`src/rtl/prog_counter.sv`:
```
// -----------------------------------------------------------------------------
// prog_counter
//   Program counter. It can increment, jump and (optionally) call and return
//   through a small LIFO return stack. One operation runs per rising edge,
//   chosen in this priority order:
//     ret > call > load > inc > hold
//   A request that loses arbitration is dropped, not held over.
//
// Configuration macro:
//   PC_RET_STACK_EN  defined   -> the return stack is built, with stack flags
//                                 and the sticky error flag.
//                    undefined -> there is no stack. call_en acts as a jump,
//                                 ret_en and clr_err are ignored, and the
//                                 flags are tied to full=0, empty=1, err=0.
//
// Parameters:
//   WIDTH      counter / address width in bits (>= 2)
//   DEPTH      number of return-stack entries (>= 1)
//   RESET_VAL  value loaded into count on reset
//
// Ports:
//   clk        single clock; all state changes on the rising edge
//   reset      asynchronous reset, active low
//   inc_en     count <= count + 1 (wraps modulo 2^WIDTH)
//   load_en    jump: count <= load_val
//   load_val   target for a jump or call
//   call_en    push count+1, then count <= load_val
//   ret_en     pop the top of the stack into count
//   clr_err    synchronous clear of stk_err (an error on the same edge wins)
//   count      current program counter (registered)
//   stk_full   stack holds DEPTH entries (registered)
//   stk_empty  stack holds 0 entries (registered)
//   stk_err    sticky flag for overflow or underflow (registered)
//   wrap       one-cycle pulse after an increment from all-ones to zero
// -----------------------------------------------------------------------------
module prog_counter #(
  parameter int WIDTH     = 4,
  parameter int DEPTH     = 4,
  parameter int RESET_VAL = 0
) (
  input  logic             clk,
  input  logic             reset,
  input  logic             inc_en,
  input  logic             load_en,
  input  logic [WIDTH-1:0] load_val,
  input  logic             call_en,
  input  logic             ret_en,
  input  logic             clr_err,
  output logic [WIDTH-1:0] count,
  output logic             stk_full,
  output logic             stk_empty,
  output logic             stk_err,
  output logic             wrap
);

  logic [WIDTH-1:0] count_d;
  logic             wrap_d;

`ifdef PC_RET_STACK_EN

  // The occupancy counter must be able to hold 0..DEPTH inclusive.
  localparam int OCC_W = $clog2(DEPTH + 1);

  logic [OCC_W-1:0] occ_q;
  logic [OCC_W-1:0] occ_d;
  logic             full_d;
  logic             empty_d;
  logic             err_d;
  logic             push;
  logic [WIDTH-1:0] push_val;
  logic [WIDTH-1:0] top_val;
  logic [WIDTH-1:0] stack_mem [DEPTH];

  // Entry i sits on top of the stack when occupancy equals i+1.
  always_comb begin
    top_val = '0;
    for (int i = 0; i < DEPTH; i++) begin
      if (OCC_W'(i + 1) == occ_q) top_val = stack_mem[i];
    end
  end

  assign push_val = count + WIDTH'(1);

  // NOTE: every signal written here gets a default first. A path that
  //       leaves a signal unassigned would infer a latch.
  always_comb begin
    count_d = count;
    wrap_d  = 1'b0;
    occ_d   = occ_q;
    err_d   = stk_err;
    push    = 1'b0;

    // The clear is applied first so that an error raised later on the
    // same edge overrides it.
    if (clr_err) err_d = 1'b0;

    if (ret_en) begin
      // A call on the same edge is discarded completely.
      if (occ_q != '0) begin
        count_d = top_val;
        occ_d   = occ_q - OCC_W'(1);
      end else begin
        err_d = 1'b1;
      end
    end else if (call_en) begin
      if (occ_q != OCC_W'(DEPTH)) begin
        push    = 1'b1;
        count_d = load_val;
        occ_d   = occ_q + OCC_W'(1);
      end else begin
        err_d = 1'b1;
      end
    end else if (load_en) begin
      count_d = load_val;
    end else if (inc_en) begin
      count_d = count + WIDTH'(1);
      wrap_d  = &count;
    end

    full_d  = (occ_d == OCC_W'(DEPTH));
    empty_d = (occ_d == '0);
  end

  // NOTE: sequential state uses non-blocking assignments. All flops then
  //       update together from values sampled before the edge.
  always_ff @(posedge clk or negedge reset) begin
    if (!reset) begin
      count     <= WIDTH'(RESET_VAL);
      wrap      <= 1'b0;
      occ_q     <= '0;
      stk_full  <= 1'b0;
      stk_empty <= 1'b1;
      stk_err   <= 1'b0;
    end else begin
      count     <= count_d;
      wrap      <= wrap_d;
      occ_q     <= occ_d;
      stk_full  <= full_d;
      stk_empty <= empty_d;
      stk_err   <= err_d;
    end
  end

  // NOTE: the stack storage has no reset. An entry is only read after it has
  //       been pushed, so its contents while empty do not matter.
  always_ff @(posedge clk) begin
    for (int i = 0; i < DEPTH; i++) begin
      if (push && (OCC_W'(i) == occ_q)) stack_mem[i] <= push_val;
    end
  end

`else

  // Without the stack a call is just a jump. ret_en and clr_err have no effect.
  always_comb begin
    count_d = count;
    wrap_d  = 1'b0;
    if (call_en || load_en) begin
      count_d = load_val;
    end else if (inc_en) begin
      count_d = count + WIDTH'(1);
      wrap_d  = &count;
    end
  end

  always_ff @(posedge clk or negedge reset) begin
    if (!reset) begin
      count <= WIDTH'(RESET_VAL);
      wrap  <= 1'b0;
    end else begin
      count <= count_d;
      wrap  <= wrap_d;
    end
  end

  assign stk_full  = 1'b0;
  assign stk_empty = 1'b1;
  assign stk_err   = 1'b0;

  logic unused_stack_inputs;
  assign unused_stack_inputs = &{1'b0, ret_en, clr_err};

`endif

endmodule

```
`config.mk`:
```
export PLATFORM = sky130hd
export DESIGN_NAME = prog_counter
export DESIGN_NICKNAME = d
export VERILOG_FILES = /design/src/rtl/prog_counter.sv
export SDC_FILE = /design/constraint.sdc
export NUM_CORES = 1
export LEC_CHECK = 0
export ABC_CLOCK_PERIOD_IN_PS = 1400
export CAP_MARGIN = 0
export CORE_AREA = 2 2 39 41
export DETAILED_ROUTE_END_ITERATION = 8
export DIE_AREA = 0 0 41 43
export PLACE_DENSITY_LB_ADDON = 0.3
export SYNTH_ARGS = -nofsm -noshare
export SYNTH_HDL_FRONTEND = slang
export SYNTH_SLANG_ARGS = --single-unit
```
`constraint.sdc`:
```
create_clock -name clk -period 1.4 [get_ports clk]
set_input_delay 0.21 -clock clk [delete_from_list [all_inputs] [get_ports clk]]
set_output_delay 0.21 -clock clk [all_outputs]
set_load 0.03 [all_outputs]
```
; ---- After elaboration in Yosys (flattened, before gate mapping)
; Index checks and enable logic that the tools add are counted.
; Widths: inputs -> output; s select.
[op_classes]
add_sub_neg = 1
mux = 4
reduce_logical = 3
[op_table]
columns = operator, count
row1 = $mux 4, 2
row2 = $add 4x1->4 const B, 1
row3 = $reduce_and 4->1, 1
row4 = $mux 1, 2
row5 = $reduce_bool 2->1, 1
row6 = $logic_or 1x1->1, 1
[totals]
output_inout_bits = 8
in_bits = 11
register_bits = 5
elab_cells = 10

; ---- Depth between registers and ports, before layout
; Gate-level depths: netlist of the first run.
[logic_depth]
ltp_word = 3
depth_mapped = 4
mapped_depth_nobuf = 4

; ---- Worst setup path before layout of the first run
; OpenSTA, ideal clock, no wires.
[synth_timing]
path_type = reg2reg
start = reg count[0]
end = reg count[2]
n_path_buf = 0
slack_ns = 0.228
required_time_ns = 1.265
setup_ns = 0.135
period_less_slack_ns = 1.172
stages_incl_launch_ff = 5
arrival_ns = 1.037
cell_sequence = dfrtp_1 ha_1 nand2_1 xor2_1 a21oi_1
[synth_via]
elab_chain_cells = 3
[synth_lines]
columns = element, line_no
row1 = from (decl), 49  ; output logic [WIDTH-1:0] count,
row2 = from (signal assigned), 168  ; count <= WIDTH'(RESET_VAL);
row3 = from (signal assigned), 171  ; count <= count_d;
row4 = $add 4x1->4, 161  ; count_d = count + WIDTH'(1);
row5 = $mux 4, 160  ; end else if (inc_en) begin
row6 = $mux 4, 158  ; if (call_en || load_en) begin
; No other way between the ends. The select of a mux whose other input is x is not followed.
; A chain may end at the register's enable or synchronous reset.

; ---- Worst setup path in the final report of the first run
[layout_timing]
start = reg count[2]
end = out count[2]
; No word-level cell between the ends.

==> results of run 1 <==
power groups by stage:
stage / Sequential (W) / Clock, W / Combinational, W
2_1_floorplan: 0.000192 / 0 / 0.0000491
3_3_place_gp: 0.000169 / 0 / 0.000127
3_5_place_dp: 0.000169 / 0 / 0.000127
4_1_cts: 0.000166 / 0.000183 / 0.000120
5_1_grt: 0.000168 / 0.000187 / 0.000128
6_report: 0.000166 / 0.000169 / 0.000118
worst max path at each step:
| stage | cells after the start | from | slack (ns) | end |
|---|---|---|---|---|
| 2_1_floorplan | 4 | count[0] | 0.23 | count[2] |
| 4_1_cts | 1 | count[2] | 0.12 | count[2] |
| 6_report | 1 | count[2] | 0.14 | count[2] |
| 3_3_place_gp | 4 | inc_en | 0.08 | count[3] |
| 3_5_place_dp | 4 | inc_en | 0.07 | count[3] |
| 5_1_grt | 1 | count[2] | 0.09 | count[2] |
area by class of cell:
cell class / instances / area [µm²] / area share, %
clock buffers: 4 / 26.3 / 6.12
multi-input cells: 21 / 126 / 29.4
flip-flops and latches: 5 / 125 / 29.2
well taps: 16 / 20.0 / 4.66
repair buffers: 14 / 131 / 30.6
kinds of logic after synthesis:
| kind of cell | count (synthesis) | synth area share, % |
|---|---|---|
| mux | 1 | 3.70 |
| buf+inv | 3 | 8.33 |
| compound gates | 4 | 8.80 |
| simple gates | 9 | 15.7 |
| fa+ha+maj | 1 | 4.63 |
| other cells | 2 | 2.78 |
| flops | 5 | 46.3 |
| xor+xnor | 3 | 9.72 |
routing by layer:
layer  wire [µm]  share of wire [%]
met1         213                 41
met2         250                 48
met3          57                 11
met4           0                  0
met5           0                  0
cells in the mapped netlist:
master / instances
a21oi_1: 3
a21oi_2: 1
buf_4: 3
conb_1: 2
dfrtp_1: 5
ha_1: 1
mux2i_1: 1
nand2_1: 1
nand4_1: 2
nor2_1: 4
nor2_2: 1
nor3_1: 1
xnor2_1: 1
xor2_1: 2
sequential cells by signal, indices dropped and copies added, names as in the netlist:
name / flops
count: 4
wrap: 1
per-stage QoR:
stage	utilization, %	hold WS [ns]	instances
5_1_grt	31.0	0.207	60
2_1_floorplan	-	-0.0856	29
6_report	31.0	0.198	60
3_5_place_dp	29.6	0.458	56
4_1_cts	31.0	0.194	60
3_3_place_gp	29.6	0.458	56
repair_timing:
item | CTS | global route
resized for setup | 5 | 0
hold buffers | 0 | 0
setup endpoints to repair | 5 | 0
==> flow_summary.ini, run 1 <==
[route]
first_pass_iters = 4
drc = 0
wl_per_cell_um = 8.68
via_per_inst = 3.92
num_vias = 235
wl_um = 521
drtIter0Drc = 4
drtAntennaViolNets = 0

[logic_synthesis]
synth-seq-area-share_pct = 46.3
yosysTopAreaCellShare_pct = 46.3
synth_warnings = 0
syn_area_um2 = 270
ys_types = 14
syn_inst = 28
synthTopCellsByArea = dfrtp_1 46%, buf_4 8.3%, xor2_1 6.5%
synth_seq_cells = 5
avgSynthCellArea_um2 = 9.65
yosys.area.top_type = dfrtp_1

[timing]
finalSetupTns_ns = 0
min_period_ns = 1.26
rsz0062_at_grt = false
finalClockSkew_ns = 0.000351
hold_viol_final = 0
finalSetupViolCount = 0
fmax_mhz = 792
timing.final.crit_share_pct = 90.1
slew_violations = 0
timing.final.ws_setup_ns = 0.138

[power_and_ir_drop]
power_frac_clock_pct = 37.4
p_seq_share_pct = 36.6
power_frac_comb_pct = 26.0
p_int_w = 0.000316
p_total_w = 0.000453
power_density_mw_per_mm2 = 1060
p_switching_w = 0.000138
swShare_pct = 30.3
power_leakage_nw = 0.189
vdd_drop_max_mv = 0.348

[clock_network]
cts_max_path_buffers = 2
cts.sinks = 5
cts_root_buf = clkbuf_4
clk-insertion-delay-late_ns = 0.24
clk_pin_slew_ns = 0.04
cts_made_buffers = 3
htreeDepth = 1
postCtsSetupBuffers = 0
cts_tree = yes

[outcome]
outcome = finished, final reports clean

[worst_setup_path]
cp_cell_sequence = dlygate4sd2_1
arrival_ns = 1.05
crit_buf_inv = 1
reg2reg_from = count[0]
cp.required_ns = 1.19
worstSetupPathType = reg -> out
max_stage_delay_ns = 0.42
critPathTopFamily = buffers and inverters
critPathMaxFanout = 4
rr_worst_depth = 5
end_kind = primary output
reg2reg_to = count[2]
critPathLaunchType = flop
cp_slowest_cell = dlygate4sd2_1
r2r_slack_ns = 0.25

[placement]
gp_congestion = 0.704
numPortBuffers = 13
place_ws_ns = 0.0738
place_hpwl_um = 409
detailed_place.area_um2 = 409

[grt]
grt_max_degree = 9
antenna_found_initial = 0
grt_pass1_vias = 216
use_met3_pct = 4.71
grtUsageMet1_pct = 8.47
grt_pass1_wl_um = 814
grt_use_met2_pct = 9.69
top_usage_layer = met2
overflow = 0
grt_use_total_pct = 7.56

[cells_and_area]
layout.filler_cells = 160
nets = 57
syn_to_final_growth_pct = 58.8
final_common_cell = clkdlybuf4s50_1
diodes = 0
drive_gt1_share_pct = 13.6
fin_area_um2 = 429
mostFrequentLayoutCells = 8 x clkdlybuf4s50_1, 5 x dfrtp_1, 5 x dlygate4sd2_1

[floorplan]
num_rows = 14
ioPinCount = 19
start_util_pct = 19.5
die-area_mm2 = 0.00176
die_w_um = 41
core_mm2 = 0.00138
fp.dieH_um = 43

[flow_run]
drv_cap = 0

[worst_hold_path]
hp-class = in -> async
Power figures use the tool's default switching activity.
==> run 2: changes to the inputs <==
--- a/config.mk
+++ b/config.mk
@@ -5,11 +5,10 @@
 export SDC_FILE = /design/constraint.sdc
 export NUM_CORES = 1
 export LEC_CHECK = 0
-export ABC_CLOCK_PERIOD_IN_PS = 1400
 export CAP_MARGIN = 0
-export CORE_AREA = 2 2 39 41
+export CORE_AREA = 3 3 40 42
 export DETAILED_ROUTE_END_ITERATION = 8
-export DIE_AREA = 0 0 41 43
+export DIE_AREA = 0 0 43 45
 export PLACE_DENSITY_LB_ADDON = 0.3
 export SYNTH_ARGS = -nofsm -noshare
 export SYNTH_HDL_FRONTEND = slang
==> run 2 against run 1 <==
Net effect: core utilization increased by 2.9 points; critical endpoint is now count[1]; wire length increased by 15%; fmax increased by 0.68%; global-route usage decreased by 0.47 points; clock-buffer cell count unchanged; critical path type unchanged; register-to-register slack about the same; highest routed layer unchanged.
==> flow_summary.ini, run 2 (synthesis results as in run 1) <==
[outcome]
outcome = finished, final reports clean

[power_and_ir_drop]
p_switching_w = 0.000137
p_seq_share_pct = 36.2
p_int_w = 0.000319
power_density_mw_per_mm2 = 1050
power_leakage_nw = 0.194
power_frac_comb_pct = 27.3
vdd_drop_max_mv = 0.381
power_frac_clock_pct = 36.5
swShare_pct = 30.1

[grt]
grt_pass1_wl_um = 952
antenna_found_initial = 0
grt_pass1_vias = 233
grtUsageMet1_pct = 9.47
top_usage_layer = met1
overflow = 0
grt_use_met2_pct = 8.98
grt_use_total_pct = 7.10
grt_max_degree = 9
use_met3_pct = 2.79

[placement]
gp_congestion = 0.611
numPortBuffers = 13
place_hpwl_um = 457
detailed_place.area_um2 = 415

[worst_setup_path]
arrival_ns = 1.04
crit_buf_inv = 1
critPathLaunchType = flop
end_kind = primary output
cp_slowest_cell = dlygate4sd2_1
max_stage_delay_ns = 0.42
cp_cell_sequence = dlygate4sd2_1
worstSetupPathType = reg -> out
critPathTopFamily = buffers and inverters
reg2reg_from = count[0]
reg2reg_to = count[2]
cp.required_ns = 1.19
critPathMaxFanout = 4
rr_worst_depth = 5
r2r_slack_ns = 0.24

[route]
drtAntennaViolNets = 0
num_vias = 230
wl_um = 599
via_per_inst = 3.83
drc = 0
first_pass_iters = 3
drtIter0Drc = 6
wl_per_cell_um = 9.98

[floorplan]
ioPinCount = 19
die_w_um = 43
die-area_mm2 = 0.00194
num_rows = 13
fp.dieH_um = 45
start_util_pct = 21.0
core_mm2 = 0.00128

[cells_and_area]
fin_area_um2 = 435
mostFrequentLayoutCells = 8 x clkdlybuf4s50_1, 5 x dfrtp_1, 5 x dlygate4sd2_1
nets = 58
reg_top3 = count x4, wrap x1
layout.area.seq_um2 = 125
largest_reg_flops = 4
syn_to_final_growth_pct = 61.1
regMostFlops = count
diodes = 0
drive_gt1_share_pct = 15.6
final_common_cell = clkdlybuf4s50_1
layout.filler_cells = 141
multi_input_area_um2 = 126

[clock_network]
clk_pin_slew_ns = 0.04
cts_max_path_buffers = 2
cts_tree = yes
clk-insertion-delay-late_ns = 0.24
htreeDepth = 1
cts_root_buf = clkbuf_4
cts.sinks = 5
cts_made_buffers = 3

[timing]
finalClockSkew_ns = 0.000526
fmax_mhz = 798
rsz0062_at_grt = false
timing.final.crit_share_pct = 89.5
slew_violations = 0
finalSetupTns_ns = 0
hold_viol_final = 0
min_period_ns = 1.25
finalSetupViolCount = 0
hold-worst-slack_ns = 0.202

[flow_run]
drv_cap = 0

[worst_hold_path]
hp-class = in -> async
==> run 2: repair_timing <==
| action | CTS | global route |
|---|---|---|
| resized for setup | 5 | 0 |
| setup buffers | 0 | 0 |
| setup endpoints to repair | 5 | 0 |
| hold buffers | 0 | 0 |
==> run 2: final cells by class <==
cell class | instances | share of cell area (%)
timing repair buffer | 15 | 31.9
multi-input combinational | 21 | 29.0
tap | 15 | 4.31
clock buffer | 4 | 6.03
sequential | 5 | 28.7
==> run 2: worst max-delay path by stage <==
stage	startpoint	end	slack, ns	depth (start not counted)
floorplan	count[0]	count[2]	0.23	4
CTS	count[1]	count[1]	0.13	1
global placement	inc_en	count[3]	0.09	4
detailed placement	inc_en	count[3]	0.08	4
finish	count[1]	count[1]	0.15	1
global route	count[3]	count[3]	0.11	1
==> run 2: per-layer routing <==
metal | vias up | part of all wire [%]
met2 | 14 | 37
met3 | 0 | 14
met5 | - | 0
met1 | 94 | 48
li1 | 122 | -
met4 | 0 | 0
==> run 2: power by group through the flow <==
| stage | registers (W) | logic [W] | clock network, W |
|---|---|---|---|
| 4_1_cts | 0.000165 | 0.000126 | 0.000177 |
| 6_report | 0.000165 | 0.000124 | 0.000167 |
| 3_5_place_dp | 0.000168 | 0.000133 | 0 |
| 3_3_place_gp | 0.000167 | 0.000133 | 0 |
| 2_1_floorplan | 0.000192 | 0.0000491 | 0 |
| 5_1_grt | 0.000167 | 0.000135 | 0.000183 |
==> run 2: metrics by stage <==
stage | cells | utilization (%) | setup WS (ns) | power, W
floorplan | 29 | - | 0.228 | 0.000241
global placement | 56 | 32.3 | 0.0903 | 0.000301
detailed placement | 56 | 32.3 | 0.0802 | 0.000301
CTS | 60 | 33.9 | 0.132 | 0.000468
global route | 60 | 33.9 | 0.109 | 0.000485
finish | 60 | 33.9 | 0.146 | 0.000456
==> run 3: changes to the inputs <==
==> constraint.sdc (replaced) <==
create_clock -name clk -period 1.1 [get_ports clk]
set_input_delay 0.165 -clock clk [delete_from_list [all_inputs] [get_ports clk]]
set_output_delay 0.165 -clock clk [all_outputs]
set_load 0.03 [all_outputs]
==> run 3 against run 2 <==
Net effect: via count is 3.0% higher; die area stayed put; wire length rose by 0.50%; sequential power is 32% higher; worst setup slack got worse by 0.083 ns; critical path type is now reg -> reg; clock-buffer cell count did not move; worst hold slack got worse by 0.056 ns; register-to-register slack got worse by 0.18 ns.
==> flow_summary.ini, run 3 (synthesis results as in run 1) <==
[clock_network]
cts.repair.resized = 0
cts_root_buf = clkbuf_4
cts_made_buffers = 3
ctsHoldBuffers = 0
htreeDepth = 1
clk-insertion-delay-late_ns = 0.25
cts_max_path_buffers = 2
postCtsSetupBuffers = 0
cts.sinks = 5
cts_tree = yes
clk_pin_slew_ns = 0.05

[route]
drtAntennaViolNets = 0
first_pass_iters = 2
via_per_inst = 3.95
wl_um = 602
wl_per_cell_um = 10.0
drtIter0Drc = 11
drc = 0
num_vias = 237

[cells_and_area]
reg_top3 = count x4, wrap x1
largest_reg_flops = 4
diodes = 0
final_common_cell = clkdlybuf4s50_1
fin_cells = 60
regMostFlops = count
layout.area.seq_um2 = 128
multi_input_area_um2 = 129
mostFrequentLayoutCells = 8 x clkdlybuf4s50_1, 7 x buf_4, 4 x nor2_1
drive_gt1_share_pct = 33.3
fin_area_um2 = 434
layout.filler_cells = 130
nets = 58
syn_to_final_growth_pct = 60.6

[flow_run]
drv_cap = 0

[power_and_ir_drop]
power_leakage_nw = 0.187
p_total_w = 0.000592
vdd_drop_max_mv = 0.577
power_density_mw_per_mm2 = 1360

[placement]
gp_congestion = 0.570
placed_cells = 56
place_hpwl_um = 453
numPortBuffers = 13
detailed_place.area_um2 = 408

[grt]
grt_pass1_vias = 215
grt_max_degree = 9
grt_use_total_pct = 7.36
overflow = 0
grt_pass1_wl_um = 945
antenna_found_initial = 0

[worst_setup_path]
cp_slowest_cell = dfrtp_2
critPathLaunchType = flop
cp_cell_sequence = ha_2, nand2_1, xor2_1, a21oi_1
cp.required_ns = 1.23
critPathMaxFanout = 4
r2r_slack_ns = 0.06
cp.depth = 4
max_stage_delay_ns = 0.43
arrival_ns = 1.17
rr_worst_depth = 4
worstSetupPathType = reg -> reg
end_kind = flop
crit_buf_inv = 0
critPathTopFamily = flip-flops

[floorplan]
ioPinCount = 19
die_w_um = 43
start_util_pct = 21.0
fp.dieH_um = 45
num_rows = 13
core_mm2 = 0.00128
die-area_mm2 = 0.00194

[worst_hold_path]
hp-class = in -> async

[timing]
hold_viol_final = 0
rsz0062_at_grt = false
slew_violations = 0
finalClockSkew_ns = 0.00135
timing.final.crit_share_pct = 94.2
finalSetupViolCount = 0
min_period_ns = 1.04
fmax_mhz = 965

[outcome]
outcome = finished, final reports clean
## run 3: changes by cell type in the layout (fill, tap and decap cells not counted)
cell / previous run / this run
ha_2: 0 / 1
buf_4: 2 / 7
ha_1: 1 / 0
dfrtp_1: 5 / 3
dlygate4sd2_1: 5 / 0
dfrtp_2: 0 / 2
## run 3: report_power, final
group          leakage, nW  internal, W  switching (W)
logic                0.114    0.0000714      0.0000834
registers           0.0576     0.000200      0.0000169
clock network       0.0150     0.000138      0.0000824
## run 3: path summary, 6_finish.rpt
path / from / to
max: count[0] / count[2]
min: reset / count[0]
max reg2reg: count[0] / count[2]
min reg2reg: count[3] / wrap
max in group asynchronous: reset / count[1]
min in group clk: load_val[1] / count[1]
## run 3: area by class of cell
cell class              count  share of cell area [%]
multi-input cells          21                    29.7
well taps                  15                    4.32
flip-flops and latches      5                    29.4
repair buffers             15                    30.5
clock buffers               4                    6.05
## run 3: worst register-to-register path, cell delays in order (launching register included)
cell and delay, ns:
dfrtp_2 0.43, ha_2 0.20, nand2_1 0.07, xor2_1 0.15, a21oi_1 0.08
## run 3: through the flow
step,worst slack (ns),hold slack (ns),utilization [%],TNS [ns]
after floorplan,0.0107,-0.131,-,0
after global placement,-0.129,0.414,31.7,-0.313
after detailed placement,-0.136,0.412,31.7,-0.343
after CTS,0.0593,0.150,33.8,0
after global routing,0.0280,0.149,33.8,0
final,0.0637,0.146,33.8,0
## run 3: routing by layer
layer	track usage, %	up-vias	share of wire [%]
met5	0	-	0
met4	1.81	0	0
met3	7.97	0	19
met2	8.08	18	34
met1	9.29	97	47
li1	-	122	-
